<file path="src/rtl/sram_like_arbiter_if.sv">
// Generic sram-like bus bundle: request/address phase plus in-order data response.
// The requester drives the master side; the responder drives the slave side.
interface sram_like_arbiter_if;
    logic        req;
    logic        wr;
    logic [1:0]  size;
    logic [31:0] addr;
    logic [31:0] wdata;
    logic        addr_ok;
    logic [31:0] rdata;
    logic        data_ok;

    modport master (
        output req, wr, size, addr, wdata,
        input  addr_ok, rdata, data_ok
    );

    modport slave (
        input  req, wr, size, addr, wdata,
        output addr_ok, rdata, data_ok
    );
endinterface

</file>
<file path="src/rtl/sram_like_arbiter.sv">
// Shares one sram-like slave between the instruction and data requesters, routing in-order
// responses back through an ID FIFO and dropping instruction responses after a flush.
module sram_like_arbiter #(
    parameter int unsigned OUTSTANDING = 4,
    parameter int unsigned STARVE_MAX  = 8
) (
    input  logic                        clk,
    input  logic                        resetn,
    sram_like_arbiter_if.slave          inst_io,
    sram_like_arbiter_if.slave          data_io,
    sram_like_arbiter_if.master         slv_io,
    input  logic                        inst_cancel_i,
    output logic                        arb_busy_o
);
    localparam int unsigned PW = (OUTSTANDING > 1) ? $clog2(OUTSTANDING) : 1;
    localparam int unsigned CW = $clog2(OUTSTANDING + 1);
    localparam int unsigned SW = $clog2(STARVE_MAX + 1);

    logic [OUTSTANDING-1:0] id_q, id_d;
    logic [OUTSTANDING-1:0] drop_q, drop_d;
    logic [PW-1:0]          wr_ptr_q, wr_ptr_d;
    logic [PW-1:0]          rd_ptr_q, rd_ptr_d;
    logic [CW-1:0]          count_q, count_d;
    logic [SW-1:0]          starve_q, starve_d;

    logic full, force_inst, grant_inst, push, pop, head_id, head_drop;

    assign full       = (count_q == CW'(OUTSTANDING));
    assign force_inst = inst_io.req & (starve_q == SW'(STARVE_MAX));
    assign grant_inst = force_inst | (inst_io.req & ~data_io.req);

    assign slv_io.req   = (inst_io.req | data_io.req) & ~full;
    assign slv_io.wr    = grant_inst ? 1'b0 : data_io.wr;
    assign slv_io.size  = grant_inst ? inst_io.size : data_io.size;
    assign slv_io.addr  = grant_inst ? inst_io.addr : data_io.addr;
    assign slv_io.wdata = grant_inst ? 32'h0 : data_io.wdata;

    assign inst_io.addr_ok = slv_io.addr_ok & slv_io.req & grant_inst;
    assign data_io.addr_ok = slv_io.addr_ok & slv_io.req & ~grant_inst;

    assign push      = slv_io.req & slv_io.addr_ok;
    assign pop       = slv_io.data_ok & (count_q != '0);
    assign head_id   = id_q[rd_ptr_q];
    assign head_drop = drop_q[rd_ptr_q];

    // A cancel in the same cycle also hides the head instruction response.
    assign inst_io.data_ok = pop & head_id & ~head_drop & ~inst_cancel_i;
    assign data_io.data_ok = pop & ~head_id;
    assign inst_io.rdata   = slv_io.rdata;
    assign data_io.rdata   = slv_io.rdata;

    assign arb_busy_o = (count_q != '0);

    always_comb begin
        id_d     = id_q;
        drop_d   = inst_cancel_i ? (drop_q | id_q) : drop_q;
        wr_ptr_d = wr_ptr_q;
        rd_ptr_d = rd_ptr_q;
        if (push) begin
            id_d[wr_ptr_q]   = grant_inst;
            drop_d[wr_ptr_q] = inst_cancel_i & grant_inst;
            wr_ptr_d         = wr_ptr_q + 1'b1;
        end
        if (pop) begin
            rd_ptr_d = rd_ptr_q + 1'b1;
        end
        count_d = count_q + CW'(push) - CW'(pop);

        starve_d = starve_q;
        if (!inst_io.req || (push && grant_inst)) begin
            starve_d = '0;
        end else if (push && (starve_q != SW'(STARVE_MAX))) begin
            starve_d = starve_q + 1'b1;
        end
    end

    always_ff @(posedge clk) begin
        if (!resetn) begin
            id_q     <= '0;
            drop_q   <= '0;
            wr_ptr_q <= '0;
            rd_ptr_q <= '0;
            count_q  <= '0;
            starve_q <= '0;
        end else begin
            id_q     <= id_d;
            drop_q   <= drop_d;
            wr_ptr_q <= wr_ptr_d;
            rd_ptr_q <= rd_ptr_d;
            count_q  <= count_d;
            starve_q <= starve_d;
        end
    end
endmodule

</file>
<file path="src/flat_wrapper.sv">
// flat-port wrapper written by rule: the top's interface ports become plain ports
module sram_like_arbiter_flat 
#(
    parameter int unsigned OUTSTANDING = 4,
    parameter int unsigned STARVE_MAX  = 8
)
  (clk, resetn, inst_cancel_i, arb_busy_o, inst_io_req, inst_io_wr, inst_io_size, inst_io_addr, inst_io_wdata, inst_io_addr_ok, inst_io_rdata, inst_io_data_ok, data_io_req, data_io_wr, data_io_size, data_io_addr, data_io_wdata, data_io_addr_ok, data_io_rdata, data_io_data_ok, slv_io_req, slv_io_wr, slv_io_size, slv_io_addr, slv_io_wdata, slv_io_addr_ok, slv_io_rdata, slv_io_data_ok);
  sram_like_arbiter_if inst_io_i ();
  sram_like_arbiter_if data_io_i ();
  sram_like_arbiter_if slv_io_i ();
  input  logic clk;
  input  logic resetn;
  input  logic inst_cancel_i;
  output logic arb_busy_o;
  input wire logic [$bits(inst_io_i.req)-1:0] inst_io_req;
  input wire logic [$bits(inst_io_i.wr)-1:0] inst_io_wr;
  input wire logic [$bits(inst_io_i.size)-1:0] inst_io_size;
  input wire logic [$bits(inst_io_i.addr)-1:0] inst_io_addr;
  input wire logic [$bits(inst_io_i.wdata)-1:0] inst_io_wdata;
  output wire logic [$bits(inst_io_i.addr_ok)-1:0] inst_io_addr_ok;
  output wire logic [$bits(inst_io_i.rdata)-1:0] inst_io_rdata;
  output wire logic [$bits(inst_io_i.data_ok)-1:0] inst_io_data_ok;
  input wire logic [$bits(data_io_i.req)-1:0] data_io_req;
  input wire logic [$bits(data_io_i.wr)-1:0] data_io_wr;
  input wire logic [$bits(data_io_i.size)-1:0] data_io_size;
  input wire logic [$bits(data_io_i.addr)-1:0] data_io_addr;
  input wire logic [$bits(data_io_i.wdata)-1:0] data_io_wdata;
  output wire logic [$bits(data_io_i.addr_ok)-1:0] data_io_addr_ok;
  output wire logic [$bits(data_io_i.rdata)-1:0] data_io_rdata;
  output wire logic [$bits(data_io_i.data_ok)-1:0] data_io_data_ok;
  output wire logic [$bits(slv_io_i.req)-1:0] slv_io_req;
  output wire logic [$bits(slv_io_i.wr)-1:0] slv_io_wr;
  output wire logic [$bits(slv_io_i.size)-1:0] slv_io_size;
  output wire logic [$bits(slv_io_i.addr)-1:0] slv_io_addr;
  output wire logic [$bits(slv_io_i.wdata)-1:0] slv_io_wdata;
  input wire logic [$bits(slv_io_i.addr_ok)-1:0] slv_io_addr_ok;
  input wire logic [$bits(slv_io_i.rdata)-1:0] slv_io_rdata;
  input wire logic [$bits(slv_io_i.data_ok)-1:0] slv_io_data_ok;
  assign inst_io_i.req = inst_io_req;
  assign inst_io_i.wr = inst_io_wr;
  assign inst_io_i.size = inst_io_size;
  assign inst_io_i.addr = inst_io_addr;
  assign inst_io_i.wdata = inst_io_wdata;
  assign inst_io_addr_ok = inst_io_i.addr_ok;
  assign inst_io_rdata = inst_io_i.rdata;
  assign inst_io_data_ok = inst_io_i.data_ok;
  assign data_io_i.req = data_io_req;
  assign data_io_i.wr = data_io_wr;
  assign data_io_i.size = data_io_size;
  assign data_io_i.addr = data_io_addr;
  assign data_io_i.wdata = data_io_wdata;
  assign data_io_addr_ok = data_io_i.addr_ok;
  assign data_io_rdata = data_io_i.rdata;
  assign data_io_data_ok = data_io_i.data_ok;
  assign slv_io_req = slv_io_i.req;
  assign slv_io_wr = slv_io_i.wr;
  assign slv_io_size = slv_io_i.size;
  assign slv_io_addr = slv_io_i.addr;
  assign slv_io_wdata = slv_io_i.wdata;
  assign slv_io_i.addr_ok = slv_io_addr_ok;
  assign slv_io_i.rdata = slv_io_rdata;
  assign slv_io_i.data_ok = slv_io_data_ok;
  sram_like_arbiter #(.OUTSTANDING(OUTSTANDING), .STARVE_MAX(STARVE_MAX)) u_core (.clk(clk), .resetn(resetn), .inst_io(inst_io_i), .data_io(data_io_i), .slv_io(slv_io_i), .inst_cancel_i(inst_cancel_i), .arb_busy_o(arb_busy_o));
endmodule
</file>
<file path="config.mk">
export PLATFORM = sky130hd
export DESIGN_NAME = sram_like_arbiter_flat
export DESIGN_NICKNAME = d
export VERILOG_FILES = /design/src/rtl/sram_like_arbiter_if.sv /design/src/rtl/sram_like_arbiter.sv /design/src/flat_wrapper.sv
export SDC_FILE = /design/constraint.sdc
export NUM_CORES = 1
export LEC_CHECK = 0
export BUFFER_PORTS_ARGS = -buffer_cell sky130_fd_sc_hd__buf_2
export CAP_MARGIN = 40
export CORE_AREA = 2 2 119 121
export DETAILED_ROUTE_END_ITERATION = 6
export DIE_AREA = 0 0 121 123
export GPL_ROUTABILITY_DRIVEN = 0
export SYNTH_ARGS = -nofsm -noshare
export SYNTH_HDL_FRONTEND = slang
export SYNTH_SLANG_ARGS = --single-unit
</file>
<file path="constraint.sdc">
create_clock -name clk -period 4 [get_ports clk]
set_clock_uncertainty 0.1 [all_clocks]
set_input_delay 0.8 -clock clk [delete_from_list [all_inputs] [get_ports clk]]
set_output_delay 0.8 -clock clk [all_outputs]
set_load 0.02 [all_outputs]
</file>
Word level (Yosys, flattened, before mapping)
Index checks and enable logic that the tools add are counted.
{"block": "totals", "reg_bits": 19, "latch_bits": 0, "ram_bits": 0, "romBits": 0, "in_bits": 173, "word_cells": 60, "n_memories": 0}
{"block": "op_classes", "add_sub_neg": 5, "n_mul": 0, "n_div": 0, "magnitude_cmp": 3, "eq_ne": 3, "shifts": 0, "n_mux": 14, "bitwise_logic": 22, "reduce_logical": 7}
{"operator": "$mux 32", "n": 2}
{"operator": "$and 1x1->1", "n": 12}
{"operator": "$bwmux 4", "n": 2}
{"operator": "$mux 4", "n": 2}
{"operator": "$not 1->1", "n": 7}
{"operator": "$lt 2x3->1 const B", "n": 2}
{"operator": "$add 2x1->2 const B", "n": 2}
{"operator": "$add 4x1->4 const B", "n": 1}
{"operator": "$bmux 1 s2", "n": 2}
{"operator": "$eq 4x4->1 const B", "n": 1}
{"operator": "$mux 1", "n": 4}
{"operator": "$ne 4x4->1 const B", "n": 1}
{"operator": "$or 4x4->4", "n": 1}
{"operator": "$add 3x1->3", "n": 1}
{"operator": "$eq 3x3->1 const B", "n": 1}
{"operator": "$logic_and 1x1->1", "n": 3}
{"operator": "$reduce_bool 3->1", "n": 1}
{"operator": "$sub 3x1->3", "n": 1}
{"operator": "$demux 1 s2", "n": 1}
{"operator": "$ge 2x1->1 const B", "n": 1}
{"operator": "$mux 2", "n": 1}
{"operator": "$or 1x1->1", "n": 2}
{"operator": "$reduce_or 2->1", "n": 1}
{"operator": "$logic_not 1->1", "n": 1}
{"operator": "$logic_or 1x1->1", "n": 1}

Depth between registers and ports, before layout
{"block": "depth", "depth_word": 7, "mapped_depth": 11, "mapped_depth_nobuf": 11}

Worst setup path before layout
OpenSTA, ideal clock, no wires.
{"block": "synth_path", "path_kind": "register to output", "start": "reg u_core.rd_ptr_q[0]", "end": "out inst_io_data_ok", "arrival_time_ns": 1.652, "t_required_ns": 3.100, "slack_ns": 1.448, "path_stages_with_launch": 3, "path_buffers": 0, "cell_sequence": "dfxtp_1 > mux4_2 > nor4b_1"}
{"block": "synth_between", "elab_chain_len": 5, "elab_cells_between_ends": 8, "cone_classes": "mux: 4; bitwise: 4"}
{"item": "start, declared", "line_no": "sram_like_arbiter.sv:22", "rtl": "logic [PW-1:0] rd_ptr_q, rd_ptr_d;"}
{"item": "start signal, assigned", "line_no": "sram_like_arbiter.sv:89", "rtl": "rd_ptr_q <= rd_ptr_d;"}
{"item": "$bmux 1 s2, on equally long branches", "line_no": "sram_like_arbiter.sv:43, sram_like_arbiter.sv:44"}
{"item": "$mux 1, on equally long branches", "line_no": "sram_like_arbiter.sv:43, sram_like_arbiter.sv:44"}
{"item": "$and 1x1->1 or $not 1->1 (tied branches)", "line_no": "sram_like_arbiter.sv:47", "rtl": "assign inst_io.data_ok = pop & head_id & ~head_drop & ~inst_cancel_i;"}
{"item": "$and 1x1->1 (*) (2 in series)", "line_no": "sram_like_arbiter.sv:47"}
{"item": "end, declared", "line_no": "flat_wrapper.sv:22", "rtl": "output wire logic [$bits(inst_io_i.data_ok)-1:0] inst_io_data_ok;"}
Mark *: on every way between the ends. The rest lies on a longest branch, timed or not. The select of a mux whose other input is x is not followed.

Final worst setup path
{"block": "layout_path", "start": "reg u_core.starve_q[0]", "end": "out slv_io_addr[12]"}
{"block": "layout_between", "elab_chain_len": 4}
{"item": "start, declared", "line_no": "sram_like_arbiter.sv:24", "rtl": "logic [SW-1:0] starve_q, starve_d;"}
{"item": "start signal, assigned", "line_no": "sram_like_arbiter.sv:91", "rtl": "starve_q <= starve_d;"}
{"item": "$eq 4x4->1", "line_no": "sram_like_arbiter.sv:29", "rtl": "assign force_inst = inst_io.req & (starve_q == SW'(STARVE_MAX));"}
{"item": "$and 1x1->1", "line_no": "sram_like_arbiter.sv:29"}
{"item": "$or 1x1->1", "line_no": "sram_like_arbiter.sv:30", "rtl": "assign grant_inst = force_inst | (inst_io.req & ~data_io.req);"}
{"item": "$mux 32", "line_no": "sram_like_arbiter.sv:35", "rtl": "assign slv_io.addr = grant_inst ? inst_io.addr : data_io.addr;"}
{"item": "end, declared", "line_no": "flat_wrapper.sv:34", "rtl": "output wire logic [$bits(slv_io_i.addr)-1:0] slv_io_addr;"}
No other way between the ends.

==> metrics <==
Yosys reg bits 19; Mapped Cells 324; Max FO, Critical Path 45; fraction of final layout cells sized beyond drive strength 1 45.0%; Worst Hold Depth 2; Most Crowded Layer GR met2; CTS tree done; synthesized cell area 2170 um^2; yosys warns 0; r2r endpoint u_core.count_q[2]; Final Cell Area 2880 um^2; GRT met3 Usage 2.58%; grt ovf 0; most common cell in the netlist nand2_1; Total Wirelength 6370 um; Fin Setup TNS 0 ns; Max rail drop VDD 0.000159 V; power density over cell area 320 nW/um^2; Max Slew Vio Count 0; H-Tree Depth 1; Min Hold Slack 0.392 ns; Net Count, Synth 506; initial antenna violation count 1; min Tclk post-route 3.02 ns; measured slew at the worst slew-check pin 0.468 ns; Clock Root Buffer clkbuf_16; Placed Cells 609; endpoints failing setup 0; HPWL after detailed placement 5300 um; RSZ-0062 raised after global routing no; Post-CTS Resized 0; hold wc startpoint u_core.starve_q[1]; XOR/XNOR share of the synthesized area 2.02%; met2 GRT Util 11.5%; Worst path most repeated cell nand2_1; port buffer count 180; crit start category flop; Final Cycle Share 75.5%; CTS Hold Bufs 0; Via Count 2270; Die X 121 um; Cell Int Power 558 uW; Fill cells 1554; fmax 331 MHz; worst-skew pair later-pin latency 0.25 ns; area share of fa/ha/maj cells after synthesis 5.55%; Sequential Power Share 27.4%; Leakage 1.57 nW; Yosys top cell by area buf_4; critical path class reg -> out; Top Ports 310; Yosys top cell area share 22.2%; Starting Density 15.9%; sw frac 39.4%; Crit-path slowest cell a21bo_2; Simple-Gate Fraction of Synth Area 36.0%; Seq/Total Area, Yosys 17.6%; Comb pwr share 50.7%; top cells by count, synth nand2_1 (111), buf_4 (64), and2_1 (34), dfxtp_1 (19), inv_1 (13); Clock transition at path regs 0.05 ns; setup bufs post-CTS 0; Max Cap Violations 0; Sw Pwr 363 uW; row count 43; reg2reg path depth 11; Critical Path RT 3.10 ns; Clock Sinks 19; HP Class reg -> reg; first-pass GRT wire length 9070 um; Post-synth top flop dfxtp_1; CTS Buf Count 3; biggest cell delay along the critical path 0.42 ns; ANT nets after route 0; Finished Layout Cells 614; CTS Buffer Depth 2; CP Data Arrival Time 2.12 ns; Initial DRT Pass Iterations 4; Hold Crit Endpoint u_core.starve_q[1]; Async SR Flop Fraction 0%; crit path cell chain inv_1 -> ha_1 -> nand3b_4 -> a21bo_2 -> buf_12 -> nand2_1 -> nand2_1 -> buf_2; grt met1 use 9.81%; die area 14900 um^2; post-synthesis mux area share 2.08%; status finished clean; number of synthesized flops with an enable pin 0; crit path launch u_core.starve_q[0]; post-synthesis compound-gate area fraction 8.67%; main combinational cell family by area after synthesis simple AND/OR/NAND/NOR gates; Worst Setup End Kind output pin; Cell variety after synth 33; die boundary height 123 um; Wirelength per Cell 10.4 um; Reg2Reg Setup Slack 1.53 ns; Hold Vio Cnt, Final 0; Syn Area/Cell 6.68 um^2; vias in the first global route 1888; synth top area cells buf_4 (22%), nand2_1 (19%), dfxtp_1 (18%); core area 13600 um^2; gr usage total 7.49%; placed instance area 2800 um^2; # nets final 616; Area growth syn-to-layout 32.9%; R2R Path Start u_core.count_q[1]; Iter 0 DRT Violations 49; drt drc 0; DR vias/cell 3.70; Slew HR 68.8%; power share of the clock group 21.9%; largest net degree at the start of global routing 46
layout make-up:
class	count	area, um^2	share of cell area, %
antenna	1	2.50	0.0870
multi-input combinational	212	1180	41.2
timing repair buffer	184	951	33.0
inverter	14	55.1	1.91
tap	180	225	7.83
sequential	19	380	13.2
clock buffer	4	78.8	2.74
power by group through the flow:
stage / logic [mW] / clock network [mW] / registers [mW]
final: 0.467 / 0.201 / 0.252
after global routing: 0.526 / 0.218 / 0.259
after CTS: 0.476 / 0.209 / 0.253
after detailed placement: 0.475 / 0 / 0.256
after global placement: 0.468 / 0 / 0.255
after floorplan: 0.412 / 0 / 0.248
critical path: cells and delay by family (launching register included):
kind,cells,cell delay (ns)
flip-flops,1,0.37
adder cells (fa/ha/maj),1,0.23
AND/OR/NAND/NOR,3,0.33
AO/OA/AOI/OAI,1,0.42
buffers and inverters,3,0.53
routing by layer:
metal	vias to the layer above	wire, um
li1	1176	-
met1	956	2670
met2	114	2930
met3	24	626
met4	0	134
met5	-	0
logic make-up after synthesis:
family / after synthesis
AND/OR/NAND/NOR: 169
buffers and inverters: 93
multiplexers: 2
XOR/XNOR: 5
adder cells (fa/ha/maj): 9
flip-flops: 19
AO/OA/AOI/OAI: 27
placed cells by master, fill, tap and decap left out, drive strengths merged, types with 5 or more instances in the layout:
cell type / count
a21oi: 9
inv: 14
nand3: 5
ha: 8
nand2: 112
dfxtp: 19
and2: 34
buf: 184
nor2: 8
per-stage QoR:
stage,setup WS (ns),utilization (%),total power [mW]
5_1_grt,0.801,21.1,1.00
4_1_cts,0.956,21.1,0.937
3_5_place_dp,1.01,20.5,0.730
6_report,0.978,21.1,0.920
2_1_floorplan,1.45,-,0.660
3_3_place_gp,0.784,20.4,0.723
flip-flops by register name, indices dropped and copies added, names as in the netlist:
signal,flops
u_core.drop_q,4
u_core.id_q,4
u_core.starve_q,4
u_core.count_q,3
u_core.rd_ptr_q,2
u_core.wr_ptr_q,2
worst max path at each step:
stage | depth (start not counted) | endpoint
finish | 8 | slv_io_addr[12]
global route | 8 | slv_io_addr[12]
CTS | 8 | slv_io_addr[12]
detailed placement | 6 | slv_io_addr[12]
global placement | 6 | slv_io_addr[20]
floorplan | 2 | inst_io_data_ok
Power figures use the tool's default switching activity.
